`src/rtl/seg_disp_pkg.sv`:
```
// Shared constants for the multi-digit 7-segment driver: segment patterns,
// the BCD-to-segment table and the conversion FSM states.
package seg_disp_pkg;

  localparam logic [6:0] SEG_BLANK = 7'h7F;
  localparam logic [6:0] SEG_DASH  = 7'b1111110;

  // Active-low {a,b,c,d,e,f,g}, indexed by BCD digit value
  localparam logic [6:0] SEG_TABLE [0:9] = '{
    7'b0000001, 7'b1001111, 7'b0010010, 7'b0000110, 7'b1001100,
    7'b0100100, 7'b0100000, 7'b0001111, 7'b0000000, 7'b0000100
  };

  typedef enum logic [1:0] {
    IDLE = 2'd0,
    CONV = 2'd1,
    DONE = 2'd2
  } state_e;

endpackage

```
`src/rtl/digit_seg_encoder.sv`:
```
// Combinational BCD digit to active-low segment pattern, with a blank override.
// Non-decimal nibble codes render as blank.
module digit_seg_encoder
  import seg_disp_pkg::*;
(
  input  logic [3:0] bcd_i,
  input  logic       blank_i,
  output logic [6:0] seg_n_o
);

  // Table lookup with blank and out-of-range guards
  always_comb begin
    seg_n_o = SEG_BLANK;
    if (blank_i) begin
      seg_n_o = SEG_BLANK;
    end else if (bcd_i <= 4'd9) begin
      seg_n_o = SEG_TABLE[bcd_i];
    end else begin
      seg_n_o = SEG_BLANK;
    end
  end

endmodule

```
`src/rtl/multi_digit_seg_driver.sv`:
```
// Serial double-dabble binary-to-BCD converter feeding a time-multiplexed
// common-bus 7-segment display with leading-zero blanking and overflow dashes.
module multi_digit_seg_driver
  import seg_disp_pkg::*;
#(
  parameter int NUM_DIGITS = 4,
  parameter int BIN_W      = 14,
  parameter int SCAN_DIV   = 50000,
  parameter int LZ_BLANK   = 1
) (
  input  logic                  clk,
  input  logic                  rst,
  input  logic [BIN_W-1:0]      bin_in,
  input  logic                  load,
  output logic                  busy,
  output logic                  overflow,
  output logic [6:0]            seg_n,
  output logic [NUM_DIGITS-1:0] an_n
);

  localparam int BCD_W  = 4 * NUM_DIGITS + 4;
  localparam int DISP_W = 4 * NUM_DIGITS;
  localparam int CNT_W  = (BIN_W > 1) ? $clog2(BIN_W) : 1;
  localparam int PRE_W  = (SCAN_DIV > 1) ? $clog2(SCAN_DIV) : 1;
  localparam int IDX_W  = (NUM_DIGITS > 1) ? $clog2(NUM_DIGITS) : 1;

  localparam logic [CNT_W-1:0] CNT_LAST = CNT_W'(BIN_W - 1);
  localparam logic [PRE_W-1:0] PRE_LAST = PRE_W'(SCAN_DIV - 1);
  localparam logic [IDX_W-1:0] IDX_LAST = IDX_W'(NUM_DIGITS - 1);

  state_e                  state_q, state_d;
  logic                    busy_s;
  logic [BIN_W-1:0]        bin_q;
  logic [BCD_W-1:0]        bcd_q, bcd_adj_s;
  logic [CNT_W-1:0]        cnt_q;
  logic                    spill_q;
  logic [DISP_W-1:0]       display_q, display_d;
  logic                    overflow_q, overflow_d;
  logic [PRE_W-1:0]        presc_q;
  logic [IDX_W-1:0]        idx_q;
  logic [NUM_DIGITS-1:0]   lz_blank_s, an_s;
  logic [3:0]              digit_s;
  logic                    blank_s;
  logic [6:0]              enc_seg_s;
  logic [6:0]              seg_n_q;
  logic [NUM_DIGITS-1:0]   an_n_q;

  // FSM state register
  always_ff @(posedge clk) begin
    if (rst) begin
      state_q <= IDLE;
    end else begin
      state_q <= state_d;
    end
  end

  // FSM next-state logic
  always_comb begin
    state_d = state_q;
    case (state_q)
      IDLE: begin
        if (load) state_d = CONV;
        else      state_d = IDLE;
      end
      CONV: begin
        if (cnt_q == CNT_LAST) state_d = DONE;
        else                   state_d = CONV;
      end
      DONE:    state_d = IDLE;
      default: state_d = IDLE;
    endcase
  end

  // FSM outputs
  always_comb begin
    busy_s = 1'b0;
    case (state_q)
      IDLE:    busy_s = 1'b0;
      CONV:    busy_s = 1'b1;
      DONE:    busy_s = 1'b1;
      default: busy_s = 1'b0;
    endcase
  end

  // Add-3 correction on every nibble ahead of the next shift
  always_comb begin
    bcd_adj_s = bcd_q;
    for (int i = 0; i < NUM_DIGITS + 1; i++) begin
      if (bcd_q[4*i +: 4] >= 4'd5) begin
        bcd_adj_s[4*i +: 4] = bcd_q[4*i +: 4] + 4'd3;
      end else begin
        bcd_adj_s[4*i +: 4] = bcd_q[4*i +: 4];
      end
    end
  end

  // Conversion datapath; spill_q catches bits shifted beyond the guard nibble
  always_ff @(posedge clk) begin
    if (rst) begin
      bin_q   <= '0;
      bcd_q   <= '0;
      cnt_q   <= '0;
      spill_q <= 1'b0;
    end else begin
      case (state_q)
        IDLE: begin
          if (load) begin
            bin_q   <= bin_in;
            bcd_q   <= '0;
            cnt_q   <= '0;
            spill_q <= 1'b0;
          end
        end
        CONV: begin
          bcd_q   <= {bcd_adj_s[BCD_W-2:0], bin_q[BIN_W-1]};
          bin_q   <= {bin_q[BIN_W-2:0], 1'b0};
          cnt_q   <= cnt_q + CNT_W'(1);
          spill_q <= spill_q | bcd_adj_s[BCD_W-1];
        end
        default: begin
          bin_q <= bin_q;
        end
      endcase
    end
  end

  // Commit result only in DONE so the display never sees a partial value
  always_comb begin
    display_d  = display_q;
    overflow_d = overflow_q;
    if (state_q == DONE) begin
      display_d  = bcd_q[DISP_W-1:0];
      overflow_d = spill_q | (bcd_q[BCD_W-1:DISP_W] != 4'd0);
    end else begin
      display_d  = display_q;
      overflow_d = overflow_q;
    end
  end

  // Display and overflow registers
  always_ff @(posedge clk) begin
    if (rst) begin
      display_q  <= '0;
      overflow_q <= 1'b0;
    end else begin
      display_q  <= display_d;
      overflow_q <= overflow_d;
    end
  end

  // Scan prescaler and digit index
  always_ff @(posedge clk) begin
    if (rst) begin
      presc_q <= '0;
      idx_q   <= '0;
    end else if (presc_q == PRE_LAST) begin
      presc_q <= '0;
      idx_q   <= (idx_q == IDX_LAST) ? IDX_W'(0) : idx_q + IDX_W'(1);
    end else begin
      presc_q <= presc_q + PRE_W'(1);
    end
  end

  // Leading-zero mask, digit mux and anode decode from the upcoming display value
  always_comb begin
    logic zero_run;
    zero_run   = 1'b1;
    lz_blank_s = '0;
    digit_s    = 4'd0;
    blank_s    = 1'b0;
    an_s       = '1;
    for (int i = NUM_DIGITS - 1; i >= 0; i--) begin
      zero_run      = zero_run & (display_d[4*i +: 4] == 4'd0);
      lz_blank_s[i] = (LZ_BLANK != 0) && (i != 0) && zero_run;
    end
    for (int i = 0; i < NUM_DIGITS; i++) begin
      if (idx_q == IDX_W'(i)) begin
        digit_s = display_d[4*i +: 4];
        blank_s = lz_blank_s[i];
        an_s[i] = 1'b0;
      end else begin
        an_s[i] = 1'b1;
      end
    end
  end

  digit_seg_encoder u_enc (
    .bcd_i   (digit_s),
    .blank_i (blank_s),
    .seg_n_o (enc_seg_s)
  );

  // Segment and anode outputs registered together to avoid ghosting
  always_ff @(posedge clk) begin
    if (rst) begin
      seg_n_q <= SEG_BLANK;
      an_n_q  <= '1;
    end else begin
      seg_n_q <= overflow_d ? SEG_DASH : enc_seg_s;
      an_n_q  <= an_s;
    end
  end

  assign busy     = busy_s;
  assign overflow = overflow_q;
  assign seg_n    = seg_n_q;
  assign an_n     = an_n_q;

endmodule
```
`config.mk`:
```
export PLATFORM = sky130hd
export DESIGN_NAME = multi_digit_seg_driver
export DESIGN_NICKNAME = d
export VERILOG_FILES = /design/src/rtl/seg_disp_pkg.sv /design/src/rtl/digit_seg_encoder.sv /design/src/rtl/multi_digit_seg_driver.sv
export SDC_FILE = /design/constraint.sdc
export NUM_CORES = 1
export LEC_CHECK = 0
export ABC_AREA = 1
export CELL_PAD_IN_SITES_DETAIL_PLACEMENT = 1
export CELL_PAD_IN_SITES_GLOBAL_PLACEMENT = 1
export CORE_MARGIN = 1
export CORE_UTILIZATION = 30
export DETAILED_ROUTE_END_ITERATION = 16
export PLACE_DENSITY_LB_ADDON = 0.1
export SYNTH_ARGS = -nofsm -noshare
export SYNTH_HDL_FRONTEND = slang
export SYNTH_SLANG_ARGS = --single-unit
```
`constraint.sdc`:
```
create_clock -name clk -period 4.62 [get_ports clk]
set_clock_uncertainty 0.2 [all_clocks]
set_input_delay 0.462 -clock clk [delete_from_list [all_inputs] [get_ports clk]]
set_output_delay 0.462 -clock clk [all_outputs]
set_load 0.02 [all_outputs]
```
# Word level (Yosys, flattened, before mapping)
# Memory sizes are Yosys's and may differ from the RTL's.
# Cells that the tools add are included.
# word_totals
mem_bits_ro,112
inputBits,17
word_cells,89
register_bits,87
out_inout_bits,13
mem_count,1
# classes
muxes,36
eq_ne,8
add_sub_neg,8
bitwise,6
reduce_logical,11
n_lt_le_gt_ge,7
# memory_table
memory,words,width,rd,rd_ports_with_merged_regs,wr,line,text
(no name shown),16,7,1,0,0,digit_seg_encoder.sv:17,seg_n_o = SEG_TABLE[bcd_i];
# ops
cell,count
4-bit 2-to-1 mux,10
20-bit case mux with 2 select lines,1
14-bit case mux with 2 select lines,1
4-bit by 2-bit adder with 4-bit output (second input constant),5
4-bit by 3-bit greater-or-equal comparator with 1-bit output (second input constant),5
20-bit 2-to-1 mux,1
16-bit by 1-bit adder with 16-bit output (second input constant),1
16-bit equality test (second input constant),1
16-bit 2-to-1 mux,1
1-bit 2-to-1 mux,14
14-bit 2-to-1 mux,1
7-bit 2-to-1 mux,2
4-bit logical NOT,3
4-bit case mux with 2 select lines,1
2-bit equality test (second input constant),3
5-bit greater-or-equal comparator (second input constant),1
4-bit NOT with 5-bit output,1
4-bit by 1-bit adder with 4-bit output (second input constant),1
2-bit by 1-bit equality test with 1-bit output (second input constant),2
4-bit equality test (second input constant),1
4-bit <= comparator (second input constant),1
2-bit logical NOT,2
2-bit 2-to-1 mux,2
2-bit case mux with 2 select lines,1
11 further kinds,14

# Longest topological paths before layout
# Gate-level depths: netlist of run 1.
# logic_depth
word_depth,13
ltp_mapped,18
ltp_nobuf,18

# Cells and area by module
# From an unflattened synthesis of run 1, not the netlist that was laid out.
# hier_totals
cells_unflattened,594
area_unflattened_um2,4337.9
# modules_own_cells
module,area_each_um2,instances,seq_area_each_um2,cells_each
multi_digit_seg_driver,4113.9,1,1741.7,556
digit_seg_encoder,224.0,1,0.0,38

# Worst setup path after synthesis of run 1
# No wires, ideal clock.
# synth_timing
path_kind,flip-flop to flip-flop
from,reg state_q[0]
to,reg seg_n_q[6] (netlist: seg_n[6])
setup_time_ps,62
n_path_buf,2
required_time_ps,4358
path_stages_with_launch,16
path_slack_ps,2133
t_arrival_ps,2226
path_cell_list,dfxtp_1 inv_1 ha_1 buf_6 buf_6 o21ai_1 o21ai_0 nand2_1 nand2_1 nand2_1 inv_1 ha_1 or2_2 a21oi_2 nor2_4 nand3_1
# synth_via
elab_chain_len,10
word_cells_on_any_way,22
# synth_lines
item,line,text
"start, declared",multi_digit_seg_driver.sv:31,"state_e state_q, state_d;"
"start signal, assigned",multi_digit_seg_driver.sv:53,state_q <= state_d;
2-bit equality test (*),multi_digit_seg_driver.sv:131,if (state_q == DONE) begin
16-bit 2-to-1 mux,multi_digit_seg_driver.sv:131,
4-bit 2-to-1 mux (4 in series),multi_digit_seg_driver.sv:177,if (idx_q == IDX_W'(i)) begin
4-bit NOT with 5-bit output (implied by the code),digit_seg_encoder.sv:17,
memory read 16 x 7 bit,n/a,
7-bit 2-to-1 mux (implied by the code) (2 in series),digit_seg_encoder.sv:17,
"end signal, assigned",multi_digit_seg_driver.sv:199,seg_n_q <= overflow_d ? SEG_DASH : enc_seg_s;
"end, declared",multi_digit_seg_driver.sv:45,logic [6:0] seg_n_q;
# Every way passes the cells marked *; elsewhere a longest branch is shown, timed or not. The select of a mux whose other input is x is not followed.
# A chain may end at the register's enable or synchronous reset.

# Worst setup path after layout of run 1
# layout_timing
from,reg state_q[0]
to,reg seg_n_q[5] (netlist: seg_n[5])
# Same word-level chain as after synthesis.

==> flow_metrics.py, run 1 <==
metrics = {
    "pwr": {
        "vdd_drop_max_mv": 0.192,
        "total_power_mw": 1.61,
        "switching_share": 0.243,
        "p_int_mw": 1.22,
        "power_density_nw_per_um2": 320,
        "comb_power_share": 0.062,
        "p_clk_frac": 0.458,
        "power_frac_seq": 0.480,
        "switching_power_mw": 0.391,
        "total_leakage_power_nw": 2.00,
    },
    "layout": {
        "n_antenna_cell": 0,
        "drive_gt1_frac": 0.0686,
        "final_util": 0.361,
        "nets": 665,
        "register_area_um2": 1740,
        "multiInputGateArea_um2": 2220,
        "fill_cells": 1762,
        "final_common_cell": "nand2_1",
        "final_cell_mix": "174 x nand2_1, 87 x dfxtp_1, 65 x inv_1",
        "instances_no_fill": 807,
        "area_growth_pct": 16.3,
    },
    "setup_path": {
        "cp-end-kind": "flip-flop",
        "crit_chain": "inv_1 -> ha_1 -> inv_2 -> nand2_1 -> o21ai_0 -> nand2_1 -> o21ai_0 -> nand2_1 -> nand2_1 -> nand2_1 -> inv_1 -> ha_1 -> or2_2 -> a21oi_2 -> nor2_4 -> nand3_1",
        "crit_arrival_ns": 3.18,
        "reg2reg_to": "seg_n[5]",
        "crit_path_start_kind": "flip-flop",
        "path_max_fanout": 18,
        "timing.rr.start": "state_q[0]",
        "critPathKind": "reg -> reg",
        "slowest_delay_ns": 0.55,
        "reg2reg_slack_ns": 1.52,
        "slowest_stage": "ha_1",
        "cp_common_cell": "nand2_1",
        "r2r_cells": 16,
        "required_ns": 4.71,
    },
    "clocking": {
        "cts.clk_slew.worst_paths_ns": 0.07,
        "insertion_delay_ns": 0.35,
        "clockBufferDepth": 2,
        "holdBufCountCts": 0,
        "clock-sinks": 87,
        "cts_tree": "yes",
        "cts_setup_buffers": 0,
        "numCtsBuffers": 9,
        "cts_resized": 0,
        "cts-root-buf": "clkbuf_16",
        "h-tree-depth": 3,
    },
    "min_path": {
        "worstHoldStart": "presc_q[0]",
        "holdPathEnd": "presc_q[0]",
        "holdPathStages": 1,
        "hold_class": "reg -> reg",
    },
    "timing": {
        "hold_viol_final": 0,
        "final_max_slew_viol_count": 0,
        "setup_viol": 0,
        "min_period_ns": 3.10,
        "timing.fmax_mhz": 323,
        "tns_ns": 0,
        "rsz0062_at_grt": "false",
        "slew_headroom": 0.540,
        "fin_crit_sh": 0.670,
        "worst_slew_pin_slew_ns": 0.688,
    },
    "yosys": {
        "synth_top_family_by_area": "simple AND/OR/NAND/NOR gates",
        "synth-xor-area-share": 0.0182,
        "postSynthAreaPerCell_um2": 7.25,
        "synth_compound_area_frac": 0.133,
        "synth-seq-area-share": 0.401,
        "synth-simple-area-share": 0.285,
        "synth_area_um2": 4340,
        "synthAdderAreaFrac": 0.0749,
        "async_reset_ff_frac": 0,
        "ys_warn_count": 0,
        "synth_top_cell_by_area": "dfxtp_1",
        "synth_top_area_frac": 0.401,
        "ys_types": 36,
        "synth.area.top_cells": "dfxtp_1 40%, nand2_1 15%, ha_1 7.5%",
        "syn-num-nets": 642,
        "synth-edff-count": 0,
        "synth.ff_latch_count": 87,
        "netlist_instances": 599,
        "synth.mux.area_fraction": 0,
        "synth_ff_type": "dfxtp_1",
    },
    "grt": {
        "grt_max_degree": 52,
        "grt_use_total": 0.164,
        "grt_pass1_wl_mm": 18.9,
        "overflow": 0,
        "grt_pass1_vias": 4028,
        "antenna_found_initial": 0,
    },
    "floorplan": {
        "io-pin-count": 30,
        "die_area_um2": 15000,
        "die_h_um": 122,
        "core_um2": 14000,
        "start_util": 0.310,
        "dieWidth_um": 122,
        "rows": 43,
    },
    "drt": {
        "dr.pass1.iters": 4,
        "avgRoutedWirePerCell_um": 13.6,
        "routed_wirelength_mm": 11.0,
        "num_vias": 3799,
        "ant_nets": 0,
        "post_drt_via_cell_ratio": 4.71,
        "drcViolationCount": 0,
        "drtIter0Drc": 132,
    },
    "placed_design": {
        "numPlacedInstances": 791,
        "hpwlAfterDp_mm": 7.96,
        "io_buffers": 29,
        "gp_congestion": 0.739,
    },
    "flow_run": {
        "max_cap_violations": 0,
    },
    "run_status": {
        "outcome": "completed",
    },
}
-- cell usage after synthesis (7+ instances only) --
library cell / number
a21oi_1: 42
nor2_1: 48
nand2_1: 174
clkbuf_1: 7
xor2_1: 9
ha_1: 26
o21ai_0: 26
a31oi_1: 14
nand3_1: 33
dfxtp_1: 87
inv_1: 65
nor3_1: 7
-- how the worst max path moves through the flow --
stage	cells past startpoint	to	from
after CTS	16	seg_n[4]	state_q[0]
after global placement	15	seg_n[2]	state_q[0]
after floorplan	15	seg_n[6]	state_q[0]
after global routing	16	seg_n[2]	state_q[0]
after detailed placement	16	seg_n[1]	state_q[0]
final	16	seg_n[5]	state_q[0]
-- metal layers --
layer | GRT usage | up-vias | part of all wire
met5 | 0 | - | 0
met4 | 0.0556 | 0 | 0.018
met3 | 0.0451 | 18 | 0.028
met2 | 0.288 | 40 | 0.49
met1 | 0.190 | 1769 | 0.46
li1 | - | 1972 | -
-- area by class of cell --
type / count / area share
sequential: 87 / 0.345
clock buffer: 9 / 0.0446
timing repair buffer: 31 / 0.0595
inverter: 69 / 0.0518
tap: 180 / 0.0446
clock inverter: 7 / 0.0146
multi-input combinational: 424 / 0.440
-- flip-flops by register name, summed over array words and instances, names as in the netlist --
name / cells
presc_q: 16
state_q: 2
display_q: 16
idx_q: 2
overflow: 1
spill_q: 1
bin_q: 14
bcd_q: 20
an_n: 4
seg_n: 7
cnt_q: 4
-- stage by stage --
step	worst slack, ns	cell area [µm²]	hold slack [ns]
3_5_place_dp	1.51	4750	0.237
6_report	1.52	5050	0.246
4_1_cts	1.48	5050	0.254
5_1_grt	1.19	5050	0.288
3_3_place_gp	1.65	4750	0.230
2_1_floorplan	2.13	4340	0.217
-- critical path: cells and delay by family, from the launching register on --
family / cells / cell delay [ns]
simple gates: 8 / 0.95
fa+ha+maj: 2 / 0.77
compound gates: 3 / 0.41
buf+inv: 3 / 0.38
flops: 1 / 0.32
-- power by group through the flow --
stage / registers, mW / logic [mW] / clock network (mW)
3_3_place_gp: 0.791 / 0.0988 / 0
3_5_place_dp: 0.792 / 0.102 / 0
2_1_floorplan: 0.794 / 0.0621 / 0
5_1_grt: 0.776 / 0.113 / 0.798
6_report: 0.774 / 0.0997 / 0.740
4_1_cts: 0.774 / 0.103 / 0.775
-- cell families after synthesis --
| logic type | Yosys count |
|---|---|
| xor+xnor | 9 |
| flops | 87 |
| compound gates | 101 |
| fa+ha+maj | 26 |
| buf+inv | 88 |
| simple gates | 288 |
Power figures use the tool's default switching activity.
==> inputs of run 2 (changes only) <==
Clock period 4.62 ns to 2.6 ns, I/O delays scaled along.
==> flow_metrics.py, run 2 (synthesis results as in run 1) <==
metrics = {
    "floorplan": {
        "rows": 43,
        "die_h_um": 122,
        "io-pin-count": 30,
        "core_um2": 14000,
        "start_util": 0.310,
        "die_area_um2": 15000,
        "dieWidth_um": 122,
    },
    "grt": {
        "antenna_found_initial": 0,
        "grt_pass1_vias": 4163,
        "grt_pass1_wl_mm": 19.3,
        "overflow": 0,
        "grt_use_total": 0.164,
        "grt_max_degree": 51,
    },
    "clocking": {
        "cts.clk_slew.worst_paths_ns": 0.07,
        "cts-root-buf": "clkbuf_16",
        "cts_setup_buffers": 0,
        "clockBufferDepth": 2,
        "numCtsBuffers": 9,
        "cts_tree": "yes",
        "clock-sinks": 87,
        "insertion_delay_ns": 0.34,
        "h-tree-depth": 3,
    },
    "layout": {
        "final_cell_mix": "174 x nand2_1, 86 x dfxtp_1, 64 x inv_1",
        "largest_register_ff_count": 20,
        "drive_gt1_frac": 0.106,
        "final_common_cell": "nand2_1",
        "register_area_um2": 1740,
        "nets": 686,
        "n_antenna_cell": 0,
        "area_growth_pct": 20.5,
        "instances_no_fill": 828,
        "fill_cells": 1770,
        "multiInputGateArea_um2": 2250,
        "reg_top3": "bcd_q x20, display_q x16, presc_q x16",
        "regMostFlops": "bcd_q",
        "final_cell_area_um2": 5230,
    },
    "pwr": {
        "p_clk_frac": 0.451,
        "total_power_mw": 2.85,
        "vdd_drop_max_mv": 0.328,
        "p_int_mw": 2.16,
        "total_leakage_power_nw": 2.10,
        "switching_share": 0.241,
        "comb_power_share": 0.066,
        "switching_power_mw": 0.686,
        "power_density_nw_per_um2": 544,
        "power_frac_seq": 0.484,
    },
    "setup_path": {
        "path_max_fanout": 8,
        "r2r_cells": 14,
        "critPathKind": "reg -> reg",
        "reg2reg_slack_ns": 0.17,
        "reg2reg_to": "seg_n[3]",
        "critPathLaunch": "state_q[0]",
        "crit_path_start_kind": "flip-flop",
        "cp-end-kind": "flip-flop",
        "timing.rr.start": "state_q[0]",
        "crit_arrival_ns": 2.52,
        "required_ns": 2.69,
    },
    "drt": {
        "drtIter0Drc": 99,
        "dr.pass1.iters": 4,
        "post_drt_via_cell_ratio": 4.73,
        "num_vias": 3919,
        "ant_nets": 0,
        "drcViolationCount": 0,
        "routed_wirelength_mm": 11.3,
        "avgRoutedWirePerCell_um": 13.7,
    },
    "min_path": {
        "worstHoldStart": "rst",
        "holdPathStages": 3,
        "holdPathEnd": "an_n[0]",
        "hold_class": "in -> reg",
    },
    "placed_design": {
        "numPlacedInstances": 812,
        "hpwlAfterDp_mm": 8.28,
        "io_buffers": 29,
        "dpl-instance-area_um2": 4910,
        "gp_congestion": 0.750,
    },
    "timing": {
        "slew_headroom": 0.583,
        "timing.fmax_mhz": 412,
        "min_period_ns": 2.43,
        "worst_slew_pin_slew_ns": 0.626,
        "tns_ns": 0,
        "final_max_slew_viol_count": 0,
        "setup_viol": 0,
        "hold_viol_final": 0,
        "worst_hold_slack_ns": 0.149,
        "fin_crit_sh": 0.934,
    },
    "run_status": {
        "outcome": "completed",
    },
    "flow_run": {
        "max_cap_violations": 0,
    },
}
## run 2: cell count changes in the layout (fill, tap and decap cells not counted), moves of 2 or more
| cell | previous run | this run |
|---|---|---|
| clkbuf_8 | 0 | 3 |
| o21ai_0 | 26 | 23 |
| buf_4 | 2 | 22 |
| o21ai_1 | 4 | 7 |
| ha_1 | 26 | 24 |
| clkinv_4 | 3 | 1 |
## run 2: power groups by stage
| stage | Sequential [mW] | Combinational (mW) | Clock (mW) |
|---|---|---|---|
| global placement | 1.41 | 0.187 | 0 |
| global route | 1.38 | 0.207 | 1.38 |
| floorplan | 1.41 | 0.110 | 0 |
| finish | 1.38 | 0.187 | 1.28 |
| detailed placement | 1.41 | 0.191 | 0 |
| CTS | 1.38 | 0.192 | 1.33 |
## run 2: worst max-delay path, stage by stage, from the launching register on
cell	delay (ns)
dfxtp_1	0.35
inv_2	0.06
ha_4	0.18
buf_6	0.14
o21ai_1	0.16
o21ai_0	0.11
nand2_1	0.07
nand2_1	0.05
nand2_1	0.10
inv_1	0.08
ha_1	0.21
or2_2	0.34
a21oi_4	0.15
nor2_4	0.06
nand3_1	0.12
## run 2: what timing repair did
action                                  CTS  global route
hold buffers                              0             0
pin swaps                                 0             2
resized for setup                         1            10
endpoints found under the setup margin    6             7
## run 2: per-stage QoR
| step | setup WS, ns | utilization |
|---|---|---|
| 3_3_place_gp | 0.0545 | 0.351 |
| 3_5_place_dp | -0.0259 | 0.351 |
| 5_1_grt | -0.00127 | 0.374 |
| 6_report | 0.171 | 0.374 |
| 2_1_floorplan | 0.113 | - |
| 4_1_cts | 0.0308 | 0.372 |
## run 2: metal layers
metal,global-route usage,part of all wire,up-vias
li1,-,-,2012
met1,0.196,0.47,1855
met2,0.288,0.49,37
met3,0.0228,0.017,15
met4,0.0816,0.023,0
met5,0,0,-
## run 2: area by class of cell
| type | instances | area share |
|---|---|---|
| clock buffers | 12 | 0.0509 |
| clock inverters | 4 | 0.00550 |
| inverters | 69 | 0.0500 |
| multi-input cells | 424 | 0.429 |
| flip-flops and latches | 87 | 0.333 |
| well taps | 180 | 0.0430 |
| repair buffers | 52 | 0.0882 |
## run 2: worst max-delay path by stage
stage / cells after the start / endpoint / slack [ns]
2_1_floorplan: 15 / seg_n[6] / 0.11
3_3_place_gp: 15 / seg_n[5] / 0.05
3_5_place_dp: 15 / seg_n[3] / -0.03
4_1_cts: 15 / seg_n[3] / 0.03
5_1_grt: 13 / seg_n[5] / -0.001
6_report: 14 / seg_n[3] / 0.17
